<file path="config.mk">
export PLATFORM = sky130hd
export DESIGN_NAME = axi4_lite_slave
export DESIGN_NICKNAME = d
export VERILOG_FILES = /design/src/rtl/axi4_lite_pkg.sv /design/src/rtl/axi4_lite_mem.sv /design/src/rtl/axi4_lite_slave.sv
export SDC_FILE = /design/constraint.sdc
export NUM_CORES = 2
export LEC_CHECK = 0
export CAP_MARGIN = 40
export CORE_MARGIN = 8
export CORE_UTILIZATION = 45
export DETAILED_ROUTE_END_ITERATION = 6
export PLACE_DENSITY = 0.6
export REMOVE_ABC_BUFFERS = 1
export SYNTH_ARGS = -nofsm -noshare
export SYNTH_HDL_FRONTEND = slang
export SYNTH_SLANG_ARGS = --single-unit
</file>
<file path="constraint.sdc">
create_clock -name ACLK -period 4.5 [get_ports ACLK]
set_input_delay 0.9 -clock ACLK [delete_from_list [all_inputs] [get_ports ACLK]]
set_output_delay 0.9 -clock ACLK [all_outputs]
set_load 0.01 [all_outputs]
</file>
<file path="src/rtl/axi4_lite_pkg.sv">
// Shared types and width helpers for the AXI4-Lite slave and its storage.
package axi4_lite_pkg;

    typedef enum logic [1:0] {
        OKAY   = 2'b00,
        SLVERR = 2'b10
    } resp_t;

    typedef enum logic {
        W_IDLE = 1'b0,
        W_RESP = 1'b1
    } wstate_t;

    typedef enum logic {
        R_IDLE = 1'b0,
        R_DATA = 1'b1
    } rstate_t;

    localparam int unsigned BYTE_LANES = 4;
    localparam int unsigned LANE_BITS  = 2;

    function automatic int unsigned index_width(input int unsigned depth);
        return (depth > 1) ? $clog2(depth) : 1;
    endfunction

endpackage

</file>
<file path="src/rtl/axi4_lite_mem.sv">
// Word-organised storage: one byte-enabled write port, one registered read port,
// contents and read register cleared asynchronously.
module axi4_lite_mem
    import axi4_lite_pkg::*;
#(
    parameter int unsigned DEPTH      = 64,
    parameter int unsigned DATA_WIDTH = 32,
    parameter int unsigned IDX_W      = index_width(DEPTH)
) (
    input  logic                  ACLK,
    input  logic                  ARESETN,
    input  logic                  wr_en,
    input  logic [IDX_W-1:0]      wr_idx,
    input  logic [BYTE_LANES-1:0] wr_strb,
    input  logic [DATA_WIDTH-1:0] wr_data,
    input  logic                  rd_en,
    input  logic [IDX_W-1:0]      rd_idx,
    output logic [DATA_WIDTH-1:0] rd_data
);

    logic [DATA_WIDTH-1:0] mem [DEPTH];

    // Read samples the array before this edge's write lands, so a same-edge
    // read of the written word returns the old contents.
    always_ff @(posedge ACLK or negedge ARESETN) begin
        if (!ARESETN) begin
            for (int unsigned i = 0; i < DEPTH; i++) begin
                mem[IDX_W'(i)] <= '0;
            end
            rd_data <= '0;
        end else begin
            if (wr_en) begin
                for (int unsigned b = 0; b < BYTE_LANES; b++) begin
                    if (wr_strb[b]) begin
                        mem[wr_idx][8*b +: 8] <= wr_data[8*b +: 8];
                    end
                end
            end
            if (rd_en) begin
                rd_data <= mem[rd_idx];
            end
        end
    end

endmodule

</file>
<file path="src/rtl/axi4_lite_slave.sv">
// AXI4-Lite memory slave with independent write and read state machines.
module axi4_lite_slave
    import axi4_lite_pkg::*;
#(
    parameter int unsigned ADDRESS    = 32,
    parameter int unsigned DATA_WIDTH = 32,
    parameter int unsigned DEPTH      = 64
) (
    input  logic                  ACLK,
    input  logic                  ARESETN,
    input  logic [ADDRESS-1:0]    S_AWADDR,
    input  logic                  S_AWVALID,
    output logic                  S_AWREADY,
    input  logic [DATA_WIDTH-1:0] S_WDATA,
    input  logic [3:0]            S_WSTRB,
    input  logic                  S_WVALID,
    output logic                  S_WREADY,
    output logic [1:0]            S_BRESP,
    output logic                  S_BVALID,
    input  logic                  S_BREADY,
    input  logic [ADDRESS-1:0]    S_ARADDR,
    input  logic                  S_ARVALID,
    output logic                  S_ARREADY,
    output logic [DATA_WIDTH-1:0] S_RDATA,
    output logic [1:0]            S_RRESP,
    output logic                  S_RVALID,
    input  logic                  S_RREADY
);

    localparam int unsigned       IDX_W      = index_width(DEPTH);
    localparam logic [ADDRESS-1:0] ADDR_LIMIT = ADDRESS'(DEPTH * 4);

    wstate_t w_state, w_state_nx;
    rstate_t r_state, r_state_nx;

    logic                  ready_en;
    logic                  aw_held, w_held;
    logic [ADDRESS-1:0]    awaddr_q;
    logic [DATA_WIDTH-1:0] wdata_q;
    logic [3:0]            wstrb_q;
    resp_t                 bresp_q, rresp_q;

    logic                  aw_hs, w_hs, ar_hs, b_hs, commit;
    logic                  wr_in_range, rd_in_range;
    logic [ADDRESS-1:0]    wr_addr;
    logic [DATA_WIDTH-1:0] wr_data;
    logic [3:0]            wr_strb;
    logic [DATA_WIDTH-1:0] mem_rdata;

    always_comb begin
        w_state_nx = w_state;
        S_AWREADY  = 1'b0;
        S_WREADY   = 1'b0;
        S_BVALID   = 1'b0;
        commit     = 1'b0;
        unique case (w_state)
            W_IDLE: begin
                S_AWREADY = ready_en && !aw_held;
                S_WREADY  = ready_en && !w_held;
                commit    = (aw_held || (S_AWVALID && S_AWREADY)) &&
                            (w_held  || (S_WVALID  && S_WREADY));
                if (commit) w_state_nx = W_RESP;
            end
            W_RESP: begin
                S_BVALID = 1'b1;
                if (S_BREADY) w_state_nx = W_IDLE;
            end
        endcase
    end

    always_comb begin
        r_state_nx = r_state;
        S_ARREADY  = 1'b0;
        S_RVALID   = 1'b0;
        unique case (r_state)
            R_IDLE: begin
                S_ARREADY = ready_en;
                if (S_ARVALID && ready_en) r_state_nx = R_DATA;
            end
            R_DATA: begin
                S_RVALID = 1'b1;
                if (S_RREADY) r_state_nx = R_IDLE;
            end
        endcase
    end

    assign aw_hs = S_AWVALID && S_AWREADY;
    assign w_hs  = S_WVALID && S_WREADY;
    assign ar_hs = S_ARVALID && S_ARREADY;
    assign b_hs  = S_BVALID && S_BREADY;

    // A half that is not yet held must be handshaking on the commit edge,
    // so the live bus value stands in for it.
    assign wr_addr     = aw_held ? awaddr_q : S_AWADDR;
    assign wr_data     = w_held ? wdata_q : S_WDATA;
    assign wr_strb     = w_held ? wstrb_q : S_WSTRB;
    assign wr_in_range = wr_addr < ADDR_LIMIT;
    assign rd_in_range = S_ARADDR < ADDR_LIMIT;

    always_ff @(posedge ACLK or negedge ARESETN) begin
        if (!ARESETN) begin
            w_state  <= W_IDLE;
            r_state  <= R_IDLE;
            ready_en <= 1'b0;
            aw_held  <= 1'b0;
            w_held   <= 1'b0;
            awaddr_q <= '0;
            wdata_q  <= '0;
            wstrb_q  <= '0;
            bresp_q  <= OKAY;
            rresp_q  <= OKAY;
        end else begin
            ready_en <= 1'b1;
            w_state  <= w_state_nx;
            r_state  <= r_state_nx;
            if (aw_hs) begin
                aw_held  <= 1'b1;
                awaddr_q <= S_AWADDR;
            end
            if (w_hs) begin
                w_held  <= 1'b1;
                wdata_q <= S_WDATA;
                wstrb_q <= S_WSTRB;
            end
            if (commit) bresp_q <= wr_in_range ? OKAY : SLVERR;
            if (b_hs) begin
                aw_held <= 1'b0;
                w_held  <= 1'b0;
            end
            if (ar_hs) rresp_q <= rd_in_range ? OKAY : SLVERR;
        end
    end

    axi4_lite_mem #(
        .DEPTH      (DEPTH),
        .DATA_WIDTH (DATA_WIDTH),
        .IDX_W      (IDX_W)
    ) u_mem (
        .ACLK    (ACLK),
        .ARESETN (ARESETN),
        .wr_en   (commit && wr_in_range),
        .wr_idx  (wr_addr[IDX_W+1:2]),
        .wr_strb (wr_strb),
        .wr_data (wr_data),
        .rd_en   (ar_hs && rd_in_range),
        .rd_idx  (S_ARADDR[IDX_W+1:2]),
        .rd_data (mem_rdata)
    );

    assign S_BRESP = bresp_q;
    assign S_RRESP = rresp_q;
    assign S_RDATA = (rresp_q == SLVERR) ? '0 : mem_rdata;

endmodule

</file>
; ---- After elaboration in Yosys (flattened, before gate mapping)
; Cells that the tools add are included.
[word_totals]
regBits = 2157
inputBits = 107
output_inout_bits = 41
word_cells = 148
[op_classes]
magnitude_cmp = 5
eq_ne = 1
mux = 44
bitwise = 4
reduce_logical = 19
[op_table]
columns = cell, n
row1 = two-way mux 2048 bit, 7
row2 = bitwise mux 2048 bit, 4
row3 = demux 32 bit (select 6 bit), 4
row4 = binary-select mux 32 bit (select 6 bit), 1
row5 = two-way mux 32 bit, 6
row6 = < comparator 32 x 9 -> 1 bit (second input constant), 2
row7 = two-way mux 24 bit, 1
row8 = two-way mux 16 bit, 1
row9 = >= comparator 7 bit (second input constant), 2
row10 = two-way mux 1 bit, 14
row11 = inverter 6 -> 7 bit, 2
row12 = logical AND 1 bit, 13
row13 = two-way mux 8 bit, 1
row14 = < comparator 7 x 1 -> 1 bit (second input constant), 1
row15 = two-way mux 2 bit, 2
row16 = two-way mux 4 bit, 1
row17 = case mux 1 bit (2 select lines), 2
row18 = nonzero test 2 bit, 2
row19 = equality test 2 bit (second input constant), 1
row20 = zero test 1 bit, 2
row21 = logical OR 1 bit, 2
row22 = inverter 1 bit, 2

; ---- Longest topological paths before layout
[logic_depth]
ltp_word = 17
ltp_mapped = 10

; ---- By module
; From an unflattened synthesis, not the netlist that was laid out.
[unflattened]
cells_unflattened = 6670
hier_area_um2 = 98728.4
[modules_own_cells]
columns = mod, instances, cells_each, area_each_um2
row1 = axi4_lite_mem, 1, 6386, 94797.2
row2 = axi4_lite_slave, 1, 284, 3931.3

; ---- Worst setup path before layout
; OpenSTA, ideal clock, no wires.
[synth_timing]
kind = input -> register
startpoint = in S_ARADDR[4]
endpoint = reg u_mem.rd_data[10]
setup_time_ns = 0.132
arrival_ns = 2.878
setup_slack_ns = 1.490
path_stages = 9
n_path_buf = 4
path_cell_list = buf_4 -> buf_2 -> buf_2 -> buf_1 -> mux4_2 -> mux4_2 -> and3_1 -> mux2i_1 -> o21ai_1
[synth_between]
elab_chain_len = 4
[synth_lines]
columns = item, line_no
row1 = start: declaration, axi4_lite_slave.sv:21  ; input logic [ADDRESS-1:0] S_ARADDR,
row2 = branches (longest 4 deep; another with < comparator 32 x 9 -> 1 bit), n/a
row3 = end signal: assignment, axi4_lite_mem.sv:40  ; rd_data <= mem[rd_idx];
row4 = end: declaration, axi4_lite_mem.sv:18  ; output logic [DATA_WIDTH-1:0] rd_data
; Several ways; the timed one is not identified. The select of a mux whose other input is x is not followed.
; A chain may end at the register's enable or synchronous reset.

; ---- Worst setup path after layout
[layout_timing]
startpoint = reg rresp_q[1], in the netlist S_RRESP[1]
endpoint = out S_RDATA[22]
[layout_between]
elab_chain_len = 2
[layout_lines]
columns = item, line_no
row1 = start: declaration, axi4_lite_slave.sv:41  ; resp_t bresp_q, rresp_q;
row2 = start signal: assignment, axi4_lite_slave.sv:130  ; if (ar_hs) rresp_q <= rd_in_range ? OKAY : SLVERR;
row3 = equality test 2 bit, axi4_lite_slave.sv:152  ; assign S_RDATA = (rresp_q == SLVERR) ? '0 : mem_rdata;
row4 = two-way mux 32 bit, axi4_lite_slave.sv:152
row5 = end: declaration, axi4_lite_slave.sv:24  ; output logic [DATA_WIDTH-1:0] S_RDATA,
; No other way between the ends.

==> out/results.txt <==
run status - completed
CTS Buf Count - 229
synth unique cells - 48
H-tree level count - 4
synthesized area - 99700 sq um
cell area after layout - 114000 sq um
setup violators final - 0
Fmax achieved - 301 MHz
maximum vdd drop - 0.421 mV
Avg Synthesized Cell Area - 15.4 sq um
Mapped Cells - 6469
total track usage - 23.0%
first-pass GRT wire length - 414000 um
HP Class - flip-flop to flip-flop
Slowest cell on crit path - clkdlybuf4s50_1
Hold Path Sink - u_mem.mem[450]
R2R cell count - 7
slowest cell delay on critical path - 0.56 ns
Worst-path clk slew - 0.06 ns
WHS - 0.482 ns
Leak - 0.0582 uW
Die X-Extent - 487 um
Synth area leader - dfrtp_1
Final ANT Viol Nets - 0
Yosys top cell area share - 54.0%
final net count - 6810
Worst setup EP type - output pin
largest net degree at the start of global routing - 162
crit path launch type - flip-flop
Longest Clk Path Bufs - 3
initial antenna violation count - 11
number of port buffers - 141
die height - 487 um
Core Area - 221000 sq um
GPL Wtd Cong - 0.836
drt via density - 5.79
post-synthesis sequential area ratio - 54.0%
vias in the first global route - 60810
detailed-route wire length - 274000 um
starting density of the core - 45.1%
FF-to-FF Start - aw_held
Post-synth EDFFs - 0
Detailed Route Iter0 Violations - 3464
pwr/cell area - 404 nW/um^2
final hold vios - 0
top post-synthesis cells by count - dfrtp_1 (2153), mux2_2 (1770), mux2_1 (553)
Post-route DRC - 0
setup bufs post-CTS - 0
RSZ-0062 raised after global routing - false
Yosys reg bits - 2153
post-detail-place hpwl - 187000 um
Clock Latency Late Sink - 0.88 ns
fin crit period - 3.32 ns
slew margin rel. - 34.8%
Placement Rows - 173
Worst Max-Slew Pin Slew - 0.978 ns
r2r setup slk - 1.26 ns
First-pass DRT Iterations - 5
worst path required time - 3.60 ns
Worst Skew - 0.0460 ns
Synth warnings - 0
Die Area - 237000 sq um
CP arrival - 2.42 ns
layout cells sized above 1 - 47.1%
max cap viols - 0
CP Cell Sequence - buf_4 > nor2b_1 > clkdlybuf4s50_1
hold_sp - u_mem.mem[450]
final slew viol count - 0
clock root buffer - clkbuf_16
worst hold stages - 1
placed cell area - 106000 sq um
Setup CP Type - flip-flop to output pin
Final period util - 73.8%
synthesis-to-layout area growth - 14.3%
synth top area cells - dfrtp_1 (54%), mux2_2 (20%), mux4_2 (9.4%)
total grt overflow - 0
Pwr Total - 46100 uW
Synth Flop Type - dfrtp_1
io pins - 148
Worst R2R End - u_mem.mem[1980]
vias - 57130
drt wl/cell - 27.8 um
TNS Setup - 0 ns
top-count cell post-synth - dfrtp_1
CTS tree - done
asr flop ratio synth - 100%
Clock Sinks - 2153
crit-path max FO - 14
==> layer usage <==
layer | GRT usage [%] | up-vias | part of all wire (%)
li1 | - | 24616 | -
met1 | 31.6 | 30976 | 44
met2 | 37.0 | 1120 | 47
met3 | 4.74 | 418 | 5.2
met4 | 7.44 | 0 | 3.6
met5 | 0.241 | - | 0
==> logic make-up after synthesis <==
family	Yosys count	share of synthesized area (%)
other cells	2	0.00753
compound gates	403	2.75
flops	2153	54.0
simple gates	626	4.56
mux	2824	36.6
buf+inv	461	2.09
==> worst max-delay path: cells and delay by family, from the launching register on <==
family                 cells  cell delay, ns
buffers and inverters      2            0.83
DFF                        1            0.55
and+or+nand+nor            1            0.15
==> cells in the final DEF, fill, tap and decap left out, types with 4 or more instances in the layout <==
cell type / synthesis / routed
nor2_1: 26 / 23
o22ai_1: 65 / 65
nand2_2: 86 / 86
a211oi_1: 64 / 64
nor4_1: 13 / 13
inv_1: 7 / 7
clkbuf_16: 0 / 234
nand2_1: 35 / 35
clkbuf_1: 315 / 48
clkdlybuf4s50_1: 0 / 134
clkbuf_8: 0 / 73
diode_2: 0 / 5
clkinv_8: 0 / 5
nor2_2: 46 / 48
dfrtp_1: 2153 / 2151
nor3_4: 0 / 4
nand3_1: 4 / 4
mux2_4: 15 / 15
o21ai_0: 67 / 67
mux2_1: 553 / 525
mux2i_1: 68 / 68
nor2b_4: 0 / 4
buf_4: 14 / 244
mux4_2: 416 / 416
clkinv_2: 0 / 47
bufinv_16: 0 / 11
a22o_1: 64 / 64
nor3_1: 66 / 66
nand2_4: 162 / 162
and3_1: 33 / 32
o21ai_1: 34 / 34
nor2b_1: 102 / 97
or4_1: 35 / 34
buf_16: 0 / 4
a21oi_1: 33 / 33
a22oi_1: 64 / 64
mux2_2: 1770 / 1798
buf_12: 1 / 71
==> layout make-up <==
class | count | area, sq um
sequential | 2153 | 53900
antenna | 5 | 12.5
multi-input combinational | 3856 | 43900
inverter | 7 | 26.3
clock inverter | 68 | 701
timing repair buffer | 456 | 4740
fill | 18479 | 107000
tap | 2975 | 3720
clock buffer | 355 | 7040
==> through the flow <==
| stage | utilization [%] | std cells | setup slack [ns] |
|---|---|---|---|
| after floorplan | - | 6016 | -4.34 |
| after global placement | 47.9 | 9432 | 0.561 |
| after detailed placement | 48.0 | 9446 | 0.557 |
| after CTS | 51.5 | 9870 | 1.07 |
| after global routing | 51.5 | 9874 | 1.06 |
| final | 51.5 | 9875 | 1.18 |
==> how the worst max path moves through the flow <==
stage | cells past startpoint | endpoint | from
finish | 3 | S_RDATA[22] | S_RRESP[1]
global route | 3 | S_RDATA[22] | S_RRESP[1]
CTS | 3 | S_RDATA[28] | S_RRESP[1]
floorplan | 6 | u_mem.mem[1944] | S_AWADDR[26]
detailed placement | 9 | u_mem.mem[1728] | S_AWVALID
global placement | 9 | u_mem.mem[1600] | S_AWVALID
==> registers in the layout, summed over array words and instances (netlist names) <==
signal         flops
S_BRESP            1
S_RRESP            1
aw_held            1
awaddr_q          30
r_state            1
ready_en           1
u_mem.mem       2048
u_mem.rd_data     32
w_held             1
w_state            1
wdata_q           32
wstrb_q            4
==> power breakdown <==
part           internal (uW)  switching, uW
Combinational           1870           5140
Clock                  11300           7860
Sequential             19700            199
Total                  32900          13200
==> repair_timing <==
action                                 CTS  global route
resized for setup                        0             0
endpoints found under the hold margin   50             0
hold buffers                             1             0
Note: power is estimated with default switching activity, not from simulation.
